<file path="src/rtl/ps2_spectrum_kbd.sv">
// rtl/ps2_spectrum_kbd.sv - PS/2 Set-2 receiver and ZX Spectrum 8x5 keyboard matrix
module ps2_spectrum_kbd #(
  parameter int TIMEOUT = 16383
) (
  input  logic       clk_sys,
  input  logic       reset_n,
  input  logic       ps2_clk,
  input  logic       ps2_data,
  input  logic [7:0] addr_hi,
  output logic [4:0] key_data,
  output logic       scan_valid,
  output logic [7:0] scan_code,
  output logic       frame_err,
  output logic       key_reset,
  output logic       key_nmi
);

  typedef enum logic {ST_IDLE, ST_SKIP} dec_state_t;

  logic [1:0]  clk_sync, data_sync;
  logic        clk_prev;
  logic [3:0]  bit_cnt;
  logic [9:0]  shreg;
  logic [14:0] tmr;
  dec_state_t  state;
  logic [2:0]  skip_cnt;
  logic        ext, brk;
  logic [39:0] kf;
  logic        lshift, rshift, e_ss, cur_l, cur_d, cur_u, cur_r, bksp;

  logic        fall, frame_done, frame_ok, make;
  logic [7:0]  rx_byte;
  logic [5:0]  idx;
  logic [7:0][4:0] pressed;

  // Maps a plain scancode to its matrix position (row*5 + column); 63 means unmapped
  function automatic logic [5:0] map_idx(input logic [7:0] c);
    case (c)
      8'h1A: map_idx = 6'd1;  8'h22: map_idx = 6'd2;  8'h21: map_idx = 6'd3;  8'h2A: map_idx = 6'd4;
      8'h1C: map_idx = 6'd5;  8'h1B: map_idx = 6'd6;  8'h23: map_idx = 6'd7;  8'h2B: map_idx = 6'd8;
      8'h34: map_idx = 6'd9;  8'h15: map_idx = 6'd10; 8'h1D: map_idx = 6'd11; 8'h24: map_idx = 6'd12;
      8'h2D: map_idx = 6'd13; 8'h2C: map_idx = 6'd14; 8'h16: map_idx = 6'd15; 8'h1E: map_idx = 6'd16;
      8'h26: map_idx = 6'd17; 8'h25: map_idx = 6'd18; 8'h2E: map_idx = 6'd19; 8'h45: map_idx = 6'd20;
      8'h46: map_idx = 6'd21; 8'h3E: map_idx = 6'd22; 8'h3D: map_idx = 6'd23; 8'h36: map_idx = 6'd24;
      8'h4D: map_idx = 6'd25; 8'h44: map_idx = 6'd26; 8'h43: map_idx = 6'd27; 8'h3C: map_idx = 6'd28;
      8'h35: map_idx = 6'd29; 8'h5A: map_idx = 6'd30; 8'h4B: map_idx = 6'd31; 8'h42: map_idx = 6'd32;
      8'h3B: map_idx = 6'd33; 8'h33: map_idx = 6'd34; 8'h29: map_idx = 6'd35; 8'h14: map_idx = 6'd36;
      8'h3A: map_idx = 6'd37; 8'h31: map_idx = 6'd38; 8'h32: map_idx = 6'd39;
      default: map_idx = 6'd63;
    endcase
  endfunction

  assign fall       = clk_prev & ~clk_sync[1];
  assign frame_done = fall && (bit_cnt == 4'd10);
  assign rx_byte    = shreg[8:1];
  // shreg[0]=start, shreg[8:1]=D0..D7, shreg[9]=parity; the stop bit is the live sample
  assign frame_ok   = ~shreg[0] & data_sync[1] & (^shreg[9:1]);
  assign make       = ~brk;
  assign idx        = map_idx(rx_byte);

  // Two-flop synchronisers plus the delayed clock used for falling-edge detection
  always_ff @(posedge clk_sys or negedge reset_n) begin
    if (!reset_n) begin
      clk_sync  <= 2'b11;
      data_sync <= 2'b11;
      clk_prev  <= 1'b1;
    end else begin
      clk_sync  <= {clk_sync[0], ps2_clk};
      data_sync <= {data_sync[0], ps2_data};
      clk_prev  <= clk_sync[1];
    end
  end

  // Frame receiver, timeout, and make/break decoder acting on each accepted byte
  always_ff @(posedge clk_sys or negedge reset_n) begin
    if (!reset_n) begin
      bit_cnt    <= '0;
      shreg      <= '0;
      tmr        <= '0;
      scan_valid <= 1'b0;
      scan_code  <= '0;
      frame_err  <= 1'b0;
      state      <= ST_IDLE;
      skip_cnt   <= '0;
      ext        <= 1'b0;
      brk        <= 1'b0;
      kf         <= '0;
      lshift     <= 1'b0;
      rshift     <= 1'b0;
      e_ss       <= 1'b0;
      cur_l      <= 1'b0;
      cur_d      <= 1'b0;
      cur_u      <= 1'b0;
      cur_r      <= 1'b0;
      bksp       <= 1'b0;
      key_reset  <= 1'b0;
      key_nmi    <= 1'b0;
    end else begin
      scan_valid <= 1'b0;
      frame_err  <= 1'b0;
      if (frame_done) begin
        bit_cnt <= '0;
        tmr     <= '0;
        if (frame_ok) begin
          scan_valid <= 1'b1;
          scan_code  <= rx_byte;
          if (state == ST_SKIP) begin
            if (skip_cnt == 3'd1) state <= ST_IDLE;
            skip_cnt <= skip_cnt - 3'd1;
          end else begin
            case (rx_byte)
              8'hE0: ext <= 1'b1;
              8'hF0: brk <= 1'b1;
              8'hE1: begin
                state    <= ST_SKIP;
                skip_cnt <= 3'd7;
                ext      <= 1'b0;
                brk      <= 1'b0;
              end
              default: begin
                ext <= 1'b0;
                brk <= 1'b0;
                if (ext) begin
                  case (rx_byte)
                    8'h14: e_ss  <= make;
                    8'h6B: cur_l <= make;
                    8'h72: cur_d <= make;
                    8'h75: cur_u <= make;
                    8'h74: cur_r <= make;
                    default: ;
                  endcase
                end else begin
                  case (rx_byte)
                    8'h12: lshift    <= make;
                    8'h59: rshift    <= make;
                    8'h66: bksp      <= make;
                    8'h78: key_reset <= make;
                    8'h07: key_nmi   <= make;
                    default: if (idx < 6'd40) kf[idx] <= make;
                  endcase
                end
              end
            endcase
          end
        end else begin
          frame_err <= 1'b1;
          ext       <= 1'b0;
          brk       <= 1'b0;
        end
      end else if (fall) begin
        shreg   <= {data_sync[1], shreg[9:1]};
        bit_cnt <= bit_cnt + 4'd1;
        tmr     <= '0;
      end else if (bit_cnt == 4'd0) begin
        tmr <= '0;
      end else if (tmr == 15'(TIMEOUT)) begin
        bit_cnt   <= '0;
        frame_err <= 1'b1;
      end else begin
        tmr <= tmr + 15'd1;
      end
    end
  end

  // Pressed matrix: plain key flags ORed with shift, composite and extended flags
  always_comb begin
    for (int i = 0; i < 8; i++) pressed[i] = kf[i*5 +: 5];
    pressed[0][0] = kf[0] | lshift | rshift | cur_l | cur_d | cur_u | cur_r | bksp;
    pressed[7][1] = kf[36] | e_ss;
    pressed[3][4] = kf[19] | cur_l;
    pressed[4][0] = kf[20] | bksp;
    pressed[4][2] = kf[22] | cur_r;
    pressed[4][3] = kf[23] | cur_u;
    pressed[4][4] = kf[24] | cur_d;
  end

  // Active-low read of every row selected by a low address bit
  always_comb begin
    key_data = 5'h1F;
    for (int i = 0; i < 8; i++)
      if (!addr_hi[i]) key_data = key_data & ~pressed[i];
  end

endmodule

</file>
<file path="config.mk">
export PLATFORM = sky130hd
export DESIGN_NAME = ps2_spectrum_kbd
export DESIGN_NICKNAME = d
export VERILOG_FILES = /design/src/rtl/ps2_spectrum_kbd.sv
export SDC_FILE = /design/constraint.sdc
export NUM_CORES = 1
export LEC_CHECK = 0
export BUFFER_PORTS_ARGS = -buffer_cell sky130_fd_sc_hd__buf_2
export CAP_MARGIN = 20
export CORE_ASPECT_RATIO = 0.6
export CORE_MARGIN = 5
export CORE_UTILIZATION = 56
export CTS_CLUSTER_SIZE = 16
export DETAILED_ROUTE_END_ITERATION = 8
export GPL_ROUTABILITY_DRIVEN = 0
export PLACE_DENSITY = 0.86
export SETUP_SLACK_MARGIN = 0.05
export SYNTH_ARGS = -nofsm -noshare
export SYNTH_HDL_FRONTEND = slang
export SYNTH_SLANG_ARGS = --single-unit
</file>
<file path="constraint.sdc">
create_clock -name clk_sys -period 3.2 [get_ports clk_sys]
set_input_delay 0.16 -clock clk_sys [delete_from_list [all_inputs] [get_ports clk_sys]]
set_output_delay 0.16 -clock clk_sys [all_outputs]
set_load 0.02 [all_outputs]
</file>
==> results.md <==
- Status: complete, no violations
- Highest clock rate: 330 MHz
- Die Wd: 142 um
- Vias in the first global route: 4794
- Dominant synthesized flop cell: dfrtp_1
- First-pass GRT wire length: 24400 um
- Slew Limit Fails: 0
- Core Area: 10400 sq um
- Total CTS buffers: 9
- Final hold violations: 0
- Max IR drop VDD: 328 uV
- Post-detail-place hpwl: 10200 um
- Worst hold path class: input port to asynchronous set/reset pin
- Diode count: 0
- Area share of the largest cell type after synthesis: 40.4%
- Rel. slew slack: 59.1%
- Lkg Pwr: 3.13 nW
- Sw frac: 38.6%
- Max-Cap Viols: 0
- Number of synthesized flops with an enable pin: 0
- Skew final: 0.0114 ns
- Post-synth ARST share: 100%
- CP Capture Type: flip-flop
- Syn_nets: 639
- Num rows: 29
- Crit start category: flip-flop
- CTS sink count: 100
- GRT Total Usage: 24.3%
- Biggest area consumer among synthesized cells: dfrtp_1
- Worst slew pin tran: 0.611 ns
- Clock transition at the registers of the reported paths: 0.08 ns
- WL per Instance: 19.6 um
- Count of different cell masters after synthesis: 76
- CP max FO: 10
- Fin crit share: 94.7%
- #FFs+latches synth: 100
- PwrDens: 642 nW/um^2
- Worst setup path class: flip-flop to flip-flop
- CTS HTree Levels: 3
- Sequential fraction of the synthesis area: 42.6%
- Final #Nets: 678
- Endpoints failing setup: 0
- Area delta synth->final: 12.9%
- Post-Synthesis Cells: 603
- Post-DRT Antenna Nets: 0
- CTS max path bufs: 2
- Part of the power in registers: 33.9%
- Synthesized area: 5890 sq um
- Setup TNS: 0 ns
- Tmin final: 3.03 ns
- DIE AREA: 12700 sq um
- I/O pin count: 29
- Clock Latency Late Sink: 0.36 ns
- TritonRoute pass-1 iters: 6
- Fin Hold WS: 0.182 ns
- CTS tree: done
- Net Sw Power: 1.65 mW
- Top-count cell post-synth: dfrtp_1
- Clk pwr share: 27.2%
- Routed vias: 4940
- CP required: 3.48 ns
- Most instantiated cells after synthesis: 95 x dfrtp_1, 60 x nand2_1, 58 x inv_1
- WP data arrival: 3.31 ns
- Syn avg cell area: 9.76 sq um
- Comb power frac: 38.9%
- Largest net degree at the start of global routing: 87
- Root Buffer: clkbuf_16
- Drt first-iter violations: 655
- Post-Route WL: 15400 um
- Residual DRC: 0
- Top cells by area, synth: dfrtp_1 40%, mux2i_1 6.6%, ha_1 5.1%
- Initial antenna violation count: 0
- Ratio of cells with drive above 1 in the final layout: 20.1%
- RSZ-0062 raised after global routing: false
- Initial Util: 56.5%
- Grt total ovfl: 0
- I/O Buffers: 28
- Yosys warns: 0
- Internal power: 2.62 mW
- DIE HEIGHT: 89.4 um
- Post-DR vias/cell: 6.28
stage by stage:
step,cells,utilization (%),power (mW),worst slack [ns],area [sq um]
after floorplan,603,-,2.58,0.190,5890
after detailed placement,760,59.2,2.95,0.199,6170
after CTS,778,62.5,4.13,0.149,6510
after global routing,786,63.8,4.46,0.0179,6650
after global placement,760,59.2,2.89,0.348,6170
final,786,63.8,4.27,0.168,6650
registers in the layout (all words and copies together), names as in the netlist, 2 cells and up:
register   count
kf            40
tmr           15
shreg         10
scan_code      8
bit_cnt        4
skip_cnt       3
clk_sync       2
data_sync      2
worst paths after layout:
path                                                  to                   from  slack, ns  cells past startpoint
max in group asynchronous             kf[34]$_DFFE_PN0P_                reset_n       2.13                      4
worst max register to register        kf[31]$_DFFE_PN0P_   shreg[1]$_DFFE_PN0P_       0.17                     11
worst min-delay path            scan_code[5]$_DFFE_PN0P_                reset_n       0.18                      2
worst max-delay path                  kf[31]$_DFFE_PN0P_   shreg[1]$_DFFE_PN0P_       0.17                     11
min in group clk_sys               clk_sync[1]$_DFF_PN1_  clk_sync[0]$_DFF_PN1_       0.36                      0
worst min register to register     clk_sync[1]$_DFF_PN1_  clk_sync[0]$_DFF_PN1_       0.36                      0
power groups by stage:
stage	clock network, mW	registers (mW)	logic (mW)
4_1_cts	1.18	1.44	1.51
6_report	1.16	1.45	1.66
3_5_place_dp	0	1.47	1.49
2_1_floorplan	0	1.47	1.10
3_3_place_gp	0	1.46	1.44
5_1_grt	1.23	1.46	1.77
cell families (layout without fill, tap and decap cells):
logic type | after synthesis | count (layout) | share of synthesized area [%]
buffers and inverters | 89 | 133 | 6.89
xor gates and xnor gates | 14 | 14 | 2.32
and+or+nand+nor | 201 | 201 | 18.7
muxes | 53 | 53 | 9.31
AOI/OAI and AO/OA | 122 | 122 | 15.1
DFF | 100 | 100 | 42.6
adders and majority gates | 24 | 24 | 5.10
metal layers:
| layer | share of wire (%) | global-route usage [%] | wire length (um) | up-vias |
|---|---|---|---|---|
| met1 | 44 | 34.3 | 6730 | 2411 |
| met3 | 8.6 | 5.67 | 1330 | 48 |
| met5 | 0 | 0 | 0 | - |
| met4 | 2.3 | 7.51 | 349 | 0 |
| li1 | - | - | - | 2214 |
| met2 | 45 | 37.7 | 6960 | 267 |
layout make-up:
| cell class | count | area, sq um |
|---|---|---|
| tap | 139 | 174 |
| fill | 775 | 3770 |
| multi-input combinational | 414 | 3020 |
| sequential | 100 | 2510 |
| clock inverter | 7 | 92.6 |
| inverter | 59 | 221 |
| timing repair buffer | 58 | 408 |
| clock buffer | 9 | 225 |
placed cells by master (no fill, tap or decap), types with 8 or more instances in the layout:
master,netlist,routed
nor3_1,9,9
a21oi_1,16,16
nand3_1,13,13
o21ai_0,24,24
dfrtp_1,95,94
nand4_1,14,14
a31oi_1,8,8
buf_4,1,26
nor2_1,37,37
mux2i_1,39,39
clkbuf_16,0,9
or3_1,8,8
inv_1,58,56
o22ai_1,13,13
buf_2,8,27
ha_1,24,22
nand2_1,60,60
mux2_2,13,13
what timing repair did:
| item | CTS | global route |
|---|---|---|
| endpoints found under the hold margin | 2 | 12 |
| hold buffers | 2 | 1 |
| gates resized for setup | 0 | 12 |
| setup buffers | 0 | 6 |
| setup endpoints to repair | 0 | 22 |
critical path: stages (launching register included):
cell and delay (ns):
dfrtp_1 0.39, buf_4 0.18, ha_1 0.30, buf_4 0.19, nand4_1 0.11, nand4_1 0.11
nor3_1 0.47, nand2_1 0.14, or4_4 0.59, buf_12 0.16, nor3_2 0.12, mux2i_1 0.19
No activity file was read; power rests on OpenSTA's default activity.
